### src/rtl/fetch_icache.sv
// fetch_icache: instruction-fetch stage with a program counter and a
// direct-mapped, one-word-per-line instruction cache. A miss starts a refill
// over a req/ack handshake and holds CacheStall high until the line is installed.
// Optional perf counters: define ICACHE_PERF_EN to build hit_count/miss_count;
// otherwise both ports are tied to zero.
module fetch_icache #(
   parameter int                    DATA_WIDTH = 32,
   parameter int                    SETS       = 16,
   parameter logic [DATA_WIDTH-1:0] RESET_PC   = '0
) (
   input  logic                  clk,
   input  logic                  rst_n,
   input  logic                  EN,
   input  logic                  PCSrcE,
   input  logic [DATA_WIDTH-1:0] PCTargetE,
   output logic [DATA_WIDTH-1:0] PCF,
   output logic [DATA_WIDTH-1:0] PC_plus_4F,
   output logic [DATA_WIDTH-1:0] InstrF,
   output logic                  CacheStall,
   output logic                  mem_req,
   output logic [DATA_WIDTH-1:0] mem_addr,
   input  logic [DATA_WIDTH-1:0] mem_rdata,
   input  logic                  mem_ack,
   output logic [31:0]           hit_count,
   output logic [31:0]           miss_count
);

   localparam int INDEX_W = $clog2(SETS);
   localparam int TAG_W   = DATA_WIDTH - 2 - INDEX_W;

   localparam logic [DATA_WIDTH-1:0] NOP_INSTR = DATA_WIDTH'(32'h0000_0013);
   localparam logic [DATA_WIDTH-1:0] WORD_MASK = ~DATA_WIDTH'(3);

   typedef enum logic {
      IDLE,
      REFILL
   } state_t;

   state_t                  state;
   logic [DATA_WIDTH-1:0]   pc;
   logic [SETS-1:0]         valid;
   logic [TAG_W-1:0]        tag_mem  [SETS];
   logic [DATA_WIDTH-1:0]   data_mem [SETS];

   logic [INDEX_W-1:0]      index;
   logic [TAG_W-1:0]        tag;
   logic [INDEX_W-1:0]      fill_index;
   logic                    hit;
   logic [DATA_WIDTH-1:0]   redirect_pc;

   // Lookup is purely combinational on the current PC.
   assign index       = pc[INDEX_W+1:2];
   assign tag         = pc[DATA_WIDTH-1:INDEX_W+2];
   assign fill_index  = mem_addr[INDEX_W+1:2];
   assign hit         = valid[index] && (tag_mem[index] == tag);
   assign redirect_pc = PCTargetE & WORD_MASK;

   assign PCF        = pc;
   assign PC_plus_4F = pc + DATA_WIDTH'(4);
   assign InstrF     = (state == IDLE && hit) ? data_mem[index] : NOP_INSTR;
   assign CacheStall = (state == IDLE && !hit) || (state == REFILL);

   // Program counter: advances only when the hazard unit allows it and no miss is pending.
   always_ff @(posedge clk or negedge rst_n) begin
      // NOTE: sequential state uses non-blocking assignments so every flop samples pre-edge values.
      if (!rst_n) begin
         pc <= RESET_PC;
      end else if (EN && !CacheStall) begin
         pc <= PCSrcE ? redirect_pc : PC_plus_4F;
      end
   end

   // Refill FSM: owns the handshake outputs and the valid bits.
   always_ff @(posedge clk or negedge rst_n) begin
      if (!rst_n) begin
         state    <= IDLE;
         mem_req  <= 1'b0;
         mem_addr <= '0;
         valid    <= '0;
      end else begin
         case (state)
            IDLE: begin
               if (!hit) begin
                  state    <= REFILL;
                  mem_req  <= 1'b1;
                  mem_addr <= pc & WORD_MASK;
               end
            end
            REFILL: begin
               if (mem_ack) begin
                  valid[fill_index] <= 1'b1;
                  mem_req           <= 1'b0;
                  state             <= IDLE;
               end
            end
            default: state <= IDLE;
         endcase
      end
   end

   // Line storage: written once per completed refill.
   always_ff @(posedge clk) begin
      // NOTE: tag/data arrays have no reset; the valid bits alone make stale contents unreachable.
      if (state == REFILL && mem_ack) begin
         data_mem[fill_index] <= mem_rdata;
         tag_mem[fill_index]  <= mem_addr[DATA_WIDTH-1:INDEX_W+2];
      end
   end

`ifdef ICACHE_PERF_EN
   logic [31:0] hit_q;
   logic [31:0] miss_q;

   // Perf counters: hits that deliver an instruction, and miss starts.
   always_ff @(posedge clk or negedge rst_n) begin
      if (!rst_n) begin
         hit_q  <= '0;
         miss_q <= '0;
      end else begin
         if (state == IDLE && hit && EN) hit_q  <= hit_q + 32'd1;
         if (state == IDLE && !hit)      miss_q <= miss_q + 32'd1;
      end
   end

   assign hit_count  = hit_q;
   assign miss_count = miss_q;
`else
   assign hit_count  = '0;
   assign miss_count = '0;
`endif

endmodule

### config.mk
export PLATFORM = sky130hd
export DESIGN_NAME = fetch_icache
export DESIGN_NICKNAME = d
export VERILOG_FILES = /design/src/rtl/fetch_icache.sv
export SDC_FILE = /design/constraint.sdc
export NUM_CORES = 1
export LEC_CHECK = 0
export BUFFER_PORTS_ARGS = -buffer_cell sky130_fd_sc_hd__buf_2
export CAP_MARGIN = 10
export CORE_MARGIN = 3
export CORE_UTILIZATION = 29
export CTS_BUF_LIST = sky130_fd_sc_hd__clkbuf_4 sky130_fd_sc_hd__clkbuf_8 sky130_fd_sc_hd__clkbuf_16
export DETAILED_ROUTE_END_ITERATION = 7
export SLEW_MARGIN = 30
export SYNTH_ARGS = -nofsm -noshare
export SYNTH_HDL_FRONTEND = slang
export SYNTH_SLANG_ARGS = --single-unit
### constraint.sdc
create_clock -name clk -period 9.13 [get_ports clk]
set_input_delay 1.826 -clock clk [delete_from_list [all_inputs] [get_ports clk]]
set_output_delay 1.826 -clock clk [all_outputs]
set_load 0.05 [all_outputs]
# After elaboration in Yosys (flattened, before gate mapping)
# Memories as Yosys holds them, arrays and structs flattened.
# Cells that the tools add are included.
[word_totals] register_bits=80 mem_bits_rw=928 input_bits=69 output_inout_bits=194 wordCells=43 memories=2
[mem_list] memory="data_mem" depth=16 word_bits=32 read_ports=1 rd_clocked_by_memory_dff=0 write_ports=1 line_no="43" text="logic [DATA_WIDTH-1:0] data_mem [SETS];"
[mem_list] memory="tag_mem" depth=16 word_bits=26 read_ports=1 rd_clocked_by_memory_dff=0 write_ports=1 line_no="42" text="logic [TAG_W-1:0] tag_mem [SETS];"
[op_classes] addsub=1 magnitude_cmp=3 eq_ne=3 muxes=14 bitwise=3 n_reduce_logical=12
[ops] cell="two-way mux 32 bit" n=2
[ops] cell="adder 32 x 3 -> 32 bit, second input constant" n=1
[ops] cell="equality test 26 bit" n=1
[ops] cell="bitwise OR 16 bit" n=1
[ops] cell="less-than comparator 4 x 5 -> 1 bit, second input constant" n=2
[ops] cell="two-way mux 1 bit" n=8
[ops] cell="logical AND 1 bit" n=6
[ops] cell="AND reduction 2 bit" n=3
[ops] cell="binary-select mux 1 bit (select 4 bit)" n=1
[ops] cell="demux 1 bit (select 4 bit)" n=1
[ops] cell="greater-or-equal comparator 4 x 1 -> 1 bit, second input constant" n=1
[ops] cell="inequality test 2 bit, second input constant" n=2
[ops] cell="case mux 1 bit (2 select lines)" n=2
[ops] cell="logical NOT 1 bit" n=2
[ops] cell="inverter 1 bit" n=2
[ops] cell="logical OR 1 bit" n=1

# Depth between registers and ports, before layout
# Gate-level depths: netlist (run 1).
[logic_depth] depth_word=8 depth_mapped=14 depth_no_buf=9

# Worst setup path before layout (run 1)
# No wires, ideal clock.
[synth_timing] path_kind="input-to-reg" startpoint="input mem_ack" endpoint="register valid[0]" setup_ns=0.089 t_arrival_ns=6.710 required_time_ns=9.041 slack_ns=2.331 stages=4 n_path_buf=0 cell_sequence="nand2_1 > or3_1 > nor3_1 > or2_2"
[synth_between] elab_chain_cells=1
[synth_lines] item="start: declaration" line_no="23" text="input logic mem_ack,"
[synth_lines] item="AND reduction 2 bit (no line)"
[synth_lines] item="end signal: assignment" line_no="79" text="valid <= '0;"
[synth_lines] item="end signal: indexed assignment" line_no="91" text="valid[fill_index] <= 1'b1;"
[synth_lines] item="end: declaration" line_no="41" text="logic [SETS-1:0] valid;"
# No other way between the ends.
# A chain may end at the register's enable or synchronous reset.

# Worst setup path in the final report (run 1)
[layout_timing] startpoint="register pc[4], in the netlist PCF[4]" endpoint="output InstrF[1]"
[layout_between] elab_chain_cells=5 elab_cells_between_ends=8 classes_between="1 x eq/ne; 3 x mux; 2 x reduce/logical; 2 x memory"
[layout_lines] item="start: declaration" line_no="40" text="logic [DATA_WIDTH-1:0] pc;"
[layout_lines] item="start signal: assignment" line_no="69" text="pc <= PCSrcE ? redirect_pc : PC_plus_4F;"
[layout_lines] item="memory read (16 x 26 bit) / binary-select mux 1 bit (select 4 bit) (equally long branches)"
[layout_lines] item="equality test 26 bit / two-way mux 1 bit (equally long branches)" line_no="55" text="assign hit = valid[index] && (tag_mem[index] == tag);"
[layout_lines] item="logical AND 1 bit" line_no="55"
[layout_lines] item="logical AND 1 bit" line_no="60" text="assign InstrF = (state == IDLE && hit) ? data_mem[index] : NOP_INSTR;"
[layout_lines] item="two-way mux 32 bit (*)" line_no="60"
[layout_lines] item="end: declaration" line_no="18" text="output logic [DATA_WIDTH-1:0] InstrF,"
# Every way passes the cells marked *; elsewhere a longest branch is shown, timed or not. The select of a mux whose other input is x is not followed.

==> results.cfg, run 1 <==
[min_path]
hold-path-endpoint = valid[3]
hold_depth = 1
hold_class = reg -> reg
worstHoldStart = valid[3]

[drt]
wl_per_cell_um = 25.40
drtPass1Iterations = 5
remaining_drc_errors = 0
wl_mm = 108.0
vias = 20930
via_per_inst = 4.920
drtIter0Drc = 1993
ant_nets = 0

[placed_design]
hpwl_mm = 61.05
place.gp.congestion = 0.8095
portBuffers = 190
place_inst = 4069
dpl-instance-area_sq_um = 43940

[layout]
finalNonFillerCells = 4254
final_cell_mix = edfxtp_1 (928), mux4_2 (224), buf_2 (189)
area_growth_pct = 15.58
finalInstanceArea_sq_um = 47190
nets = 2365
drive_gt1_share_pct = 30.76
final_common_cell = edfxtp_1

[timing]
fmax_mhz = 138.8
fin_crit_sh_pct = 78.93
fin_hold_ws_ns = 0.4677
worstMarginPinSlew_ns = 1.010
relSlewSlack_pct = 32.64
maxSlewViolCount = 0
fin_setup_tns_ns = 0
hold_violations = 0
finClkSkew_ns = 0.02815
rsz0062_at_grt = no
fin_crit_ns = 7.206
setup_viol = 0

[die]
dieHeight_um = 381.2
die_area_sq_um = 145300
boundaryPins = 263
design.core.area_sq_um = 139700
start_util_pct = 29.23
dieWidth_um = 381.2
row_count = 137

[cts]
clk_latency_ns = 0.71
clk_pin_slew_ns = 0.06
clk_path_buf_depth = 3
cts_tree = built
holdBufCountCts = 0
cts_buffers = 98
clock-sinks = 1006
cts_resized = 0
htreeDepth = 3
cts_setup_buffers = 0
cts-root-buf = clkbuf_16

[critical_path]
timing.rr.end = PCF[31]
critical_path_class = reg -> out
timing.rr.start = PCF[4]
reg2reg_depth = 11
start_kind = flip-flop
regToRegSetupSlack_ns = 3.99
worstPathRequired_ns = 7.30
crit_path_end_kind = output pin
critPathMaxFanout = 43
arrival_ns = 5.38

[synthesis]
synth_edf_count = 928
yosys_warnings = 0
async_flop_share_pct = 7.753
syn_area_sq_um = 40830
syn_area_per_cell_sq_um = 19.76
postSynthCellCount = 2066
yosys_most_used_dff = edfxtp_1
ys_ff_latch = 1006
ys_types = 64
ys_seq_area_share_pct = 73.03

[pwr]
total_power_mw = 9.212
vdd_drop_max_mv = 0.1577
powerDensity_nw_per_um2 = 195.2
p_leak_nw = 16.03

[global_routing]
first_global_vias = 21010
grt_use_total_pct = 14.57
grt_max_degree = 77
gr-total-overflow = 0
grt_pass1_wl_mm = 154.4
antenna_found_initial = 12

[job]
max-cap-violations = 0

[run_status]
status = complete, no violations
[kinds of logic after synthesis]
kind of cell,count (synthesis),synth area share (%)
adders and majority gates,1,0.03064
AOI/OAI and AO/OA,136,2.381
DFF,1006,73.03
muxes,411,17.22
other,1,0.009184
and+or+nand+nor,242,3.227
buffers and inverters,211,2.862
xor gates and xnor gates,58,1.244
[cell type report]
| type | count | area, sq um |
|---|---|---|
| Timing Repair Buffer | 250 | 1496 |
| Fill cell | 13160 | 92510 |
| Sequential cell | 1006 | 29830 |
| Multi-Input combinational cell | 918 | 10240 |
| Clock buffer | 125 | 2705 |
| Antenna cell | 5 | 12.51 |
| Tap cell | 1876 | 2347 |
| Inverter | 21 | 80.08 |
| Clock inverter | 53 | 471.7 |
[report_power, final]
part / internal (mW) / switching (mW)
sequential: 5.02 / 0.00522
clock: 2.20 / 1.78
combinational: 0.0500 / 0.159
total: 7.27 / 1.94
[cell usage after synthesis, drive strengths merged (4+ instances only)]
library cell | instances | share of area (%)
edfxtp | 928 | 68
mux4 | 224 | 12
buf | 128 | 2.1
mux2i | 97 | 2.4
mux2 | 90 | 2.5
dfrtp | 78 | 4.8
clkbuf | 62 | 0.57
nor2 | 47 | 0.43
xnor2 | 43 | 0.92
nor2b | 36 | 0.55
nand2 | 31 | 0.28
nor3 | 26 | 0.32
a22oi | 22 | 0.40
o22ai | 21 | 0.32
inv | 20 | 0.18
or2 | 20 | 0.31
o21ai | 19 | 0.23
nand4 | 16 | 0.25
nand3 | 15 | 0.18
xor2 | 15 | 0.32
and3 | 11 | 0.17
a31oi | 10 | 0.15
a221oi | 9 | 0.19
a21oi | 8 | 0.098
nand2b | 8 | 0.12
a2111oi | 6 | 0.13
a211oi | 6 | 0.11
and4 | 6 | 0.13
nor4 | 6 | 0.092
and2 | 5 | 0.077
a2bb2oi | 4 | 0.086
nand4b | 4 | 0.086
o22a | 4 | 0.086
o31ai | 4 | 0.074
[critical path, stage by stage (launching register included)]
cell	delay (ns)
dfrtp_4	0.76
buf_4	0.62
mux4_2	0.42
mux4_2	0.47
xnor2_1	0.26
and2_0	0.16
o21ai_0	0.22
nor4b_2	0.40
buf_4	0.31
nand4_1	0.12
buf_4	0.35
or2_1	0.31
buf_2	0.21
[state kept, by name (all words and copies together), names as in the netlist]
name / flops
PCF: 30
data_mem: 512
mem_addr: 30
mem_req: 1
state: 1
tag_mem: 416
valid: 16
[through the flow]
step	worst slack [ns]	util, %
floorplan	2.331	-
global placement	2.289	31.41
detailed placement	2.287	31.45
CTS	1.498	33.72
global route	1.612	33.77
finish	1.924	33.78
[worst max path at each step]
stage / to / cells after the start / from / slack [ns]
after global routing: InstrF[1] / 13 / PCF[2] / 1.61
after CTS: InstrF[1] / 11 / PCF[2] / 1.50
after floorplan: valid[0] / 4 / mem_ack / 2.33
final: InstrF[1] / 12 / PCF[4] / 1.92
after global placement: InstrF[4] / 11 / PCF[2] / 2.29
after detailed placement: InstrF[1] / 11 / PCF[2] / 2.29
[layer usage]
layer | share of wire, % | vias to the layer above | wire length, um | global-route usage, %
met5 | 0.021 | - | 23 | 0
met4 | 1.7 | 4 | 1880 | 3.058
met3 | 8.5 | 148 | 9143 | 3.759
met2 | 46 | 944 | 50200 | 22.99
met1 | 43 | 11090 | 46800 | 20.32
li1 | - | 8739 | - | -
(Power assumes the default switching activity.)
==> run 2: changes to the inputs <==
--- a/config.mk
+++ b/config.mk
@@ -5,6 +5,7 @@
 export SDC_FILE = /design/constraint.sdc
 export NUM_CORES = 1
 export LEC_CHECK = 0
+export ABC_AREA = 1
 export BUFFER_PORTS_ARGS = -buffer_cell sky130_fd_sc_hd__buf_2
 export CAP_MARGIN = 10
 export CORE_MARGIN = 3
==> constraint.sdc (replaced) <==
create_clock -name clk -period 6.1 [get_ports clk]
set_input_delay 1.22 -clock clk [delete_from_list [all_inputs] [get_ports clk]]
set_output_delay 1.22 -clock clk [all_outputs]
set_load 0.05 [all_outputs]
==> results.cfg, run 2 <==
[job]
max-cap-violations = 0

[timing]
finClkSkew_ns = 0.04016
maxSlewViolCount = 0
worstMarginPinSlew_ns = 0.9852
relSlewSlack_pct = 33.91
hold_violations = 0
fmax_mhz = 173.7
layout_setup_ws_ns = 0.3424
fin_crit_sh_pct = 94.39
fin_crit_ns = 5.758
setup_viol = 0
fin_setup_tns_ns = 0
rsz0062_at_grt = no

[cts]
clk_pin_slew_ns = 0.06
holdBufCountCts = 0
clk_path_buf_depth = 3
cts_resized = 0
cts-root-buf = clkbuf_16
htreeDepth = 3
cts_tree = built
cts_buffers = 99
clk_latency_ns = 0.71
cts_setup_buffers = 0
clock-sinks = 1006

[critical_path]
critPathMaxFanout = 65
cp_common_cell = nand2_1
worstPathRequired_ns = 4.88
start_kind = flip-flop
cp_slowest_cell = dfrtp_4
critical_path_class = reg -> out
arrival_ns = 4.54
crit_family = simple AND/OR/NAND/NOR gates
crit_chain = inv_8, buf_4, nand3_1, nand3_1, nand2_1, inv_1, nand2_1, nand2_1, nand2_1, nor2_1, nand2_1, nor2_1, nand2_1, nor2_4, nand2_4, nor2_1, buf_2
worst-path-buf-inv = 4
crit_path_end_kind = output pin
max_stage_delay_ns = 0.64

[synthesis]
syn_area_per_cell_sq_um = 11.15
synth_top_cell_area_share_pct = 64.98
synth_top_area_cell = edfxtp_1
ys_ff_latch = 1006
syn_area_sq_um = 42890
synth_edf_count = 928
ys_top_cells_by_area = edfxtp_1 (65%), nand2_1 (8.0%), nand3_1 (4.7%)
ys_top_cells_by_count = edfxtp_1 (928), nand2_1 (912), nand3_1 (404), inv_1 (399), nor2_1 (287)
yosys_most_used_dff = edfxtp_1
async_flop_share_pct = 7.753
yosysMostFrequentCell = edfxtp_1
yosys_warnings = 0
ys_types = 32
ys_seq_area_share_pct = 69.53
postSynthCellCount = 3848

[global_routing]
grt_pass1_wl_mm = 191.4
grt_use_total_pct = 16.96
grt_max_degree = 148
gr-total-overflow = 0
antenna_found_initial = 20
first_global_vias = 27330

[layout]
final_common_cell = edfxtp_1
top_register = data_mem
fillerInstances = 14330
final_core_util_pct = 33.77
final_cell_mix = edfxtp_1 (928), nand2_1 (910), nand3_1 (404)
reg.largest.list = data_mem (512), tag_mem (416)
largest_reg_flops = 512
area_growth_pct = 15.16
seq_area_sq_um = 29830
drive_gt1_share_pct = 12.41
finalInstanceArea_sq_um = 49390
nets = 4072
multiInputGateArea_sq_um = 10500

[placed_design]
portBuffers = 190
hpwl_mm = 76.17
place.gp.congestion = 0.8826
pre_cts_slack_ns = 1.065
dpl-instance-area_sq_um = 46170

[drt]
vias = 29640
wl_per_cell_um = 22.21
via_per_inst = 4.935
remaining_drc_errors = 0
drtPass1Iterations = 7
drtIter0Drc = 3017
wl_mm = 133.4
ant_nets = 0

[die]
design.core.area_sq_um = 146300
die_area_sq_um = 152500
dieWidth_um = 390.6
row_count = 140
boundaryPins = 263
start_util_pct = 29.32
dieHeight_um = 390.6

[pwr]
vdd_drop_max_mv = 0.2228
powerDensity_nw_per_um2 = 292.5
p_leak_nw = 19.37

[run_status]
status = complete, no violations

[min_path]
hold_class = reg -> reg
-- run 2: worst reg2reg max path: cells and delay by family (launching register included) --
family	cells	cell delay, ns
DFF	1	0.64
and+or+nand+nor	14	1.84
buffers and inverters	5	1.82
-- run 2: cell families (layout without fill, tap and decap cells) --
kind of cell | after synthesis | in the layout | share of synthesized area, %
simple gates | 1710 | 1710 | 16.77
buf+inv | 691 | 858 | 6.923
flops | 1006 | 1006 | 69.53
other cells | 1 | 74 | 0.008744
xor+xnor | 26 | 26 | 0.5310
compound gates | 413 | 413 | 6.214
fa+ha+maj | 1 | 1 | 0.02917
-- run 2: cell type report --
cell class | instances | area share (%)
inverters | 406 | 3.129
well taps | 1917 | 4.856
clock buffers | 128 | 5.558
multi-input cells | 2220 | 21.25
diodes | 4 | 0.02027
flip-flops and latches | 1006 | 60.40
repair buffers | 269 | 3.841
clock inverters | 55 | 0.9450
-- run 2: stage by stage --
step           instances  hold slack [ns]  total power [mW]
6_report            6005           0.4671             14.44
5_1_grt             6002           0.4733             14.88
4_1_cts             6001           0.4657             14.52
3_5_place_dp        5818           0.4503             8.532
3_3_place_gp        5814           0.4464             8.523
2_1_floorplan       3917           0.4338             8.271
-- run 2: where the power goes --
part	internal (mW)	switching (mW)	leakage, nW
registers	7.58	0.0529	10.1
logic	0.172	0.588	7.70
clock network	3.40	2.65	1.59
-- run 2: path summary, 6_finish.rpt --
kind                          start  depth (start not counted)          end  slack, ns
setup / recovery             PCF[3]                         17   InstrF[28]       0.34
hold / removal             valid[4]                          1     valid[4]       0.47
setup reg to reg             PCF[3]                         19       PCF[2]       1.63
hold reg to reg            valid[4]                          1     valid[4]       0.47
max in group asynchronous     rst_n                          2       PCF[3]       4.47
min in group asynchronous     rst_n                          1  mem_addr[9]       0.51
-- run 2: metal layers --
layer	vias to the layer above	GRT usage [%]	share of wire (%)
li1	13440	-	-
met1	14640	22.81	41
met2	1293	27.07	47
met3	251	4.033	8.9
met4	16	5.260	3.1
met5	-	0	0.067
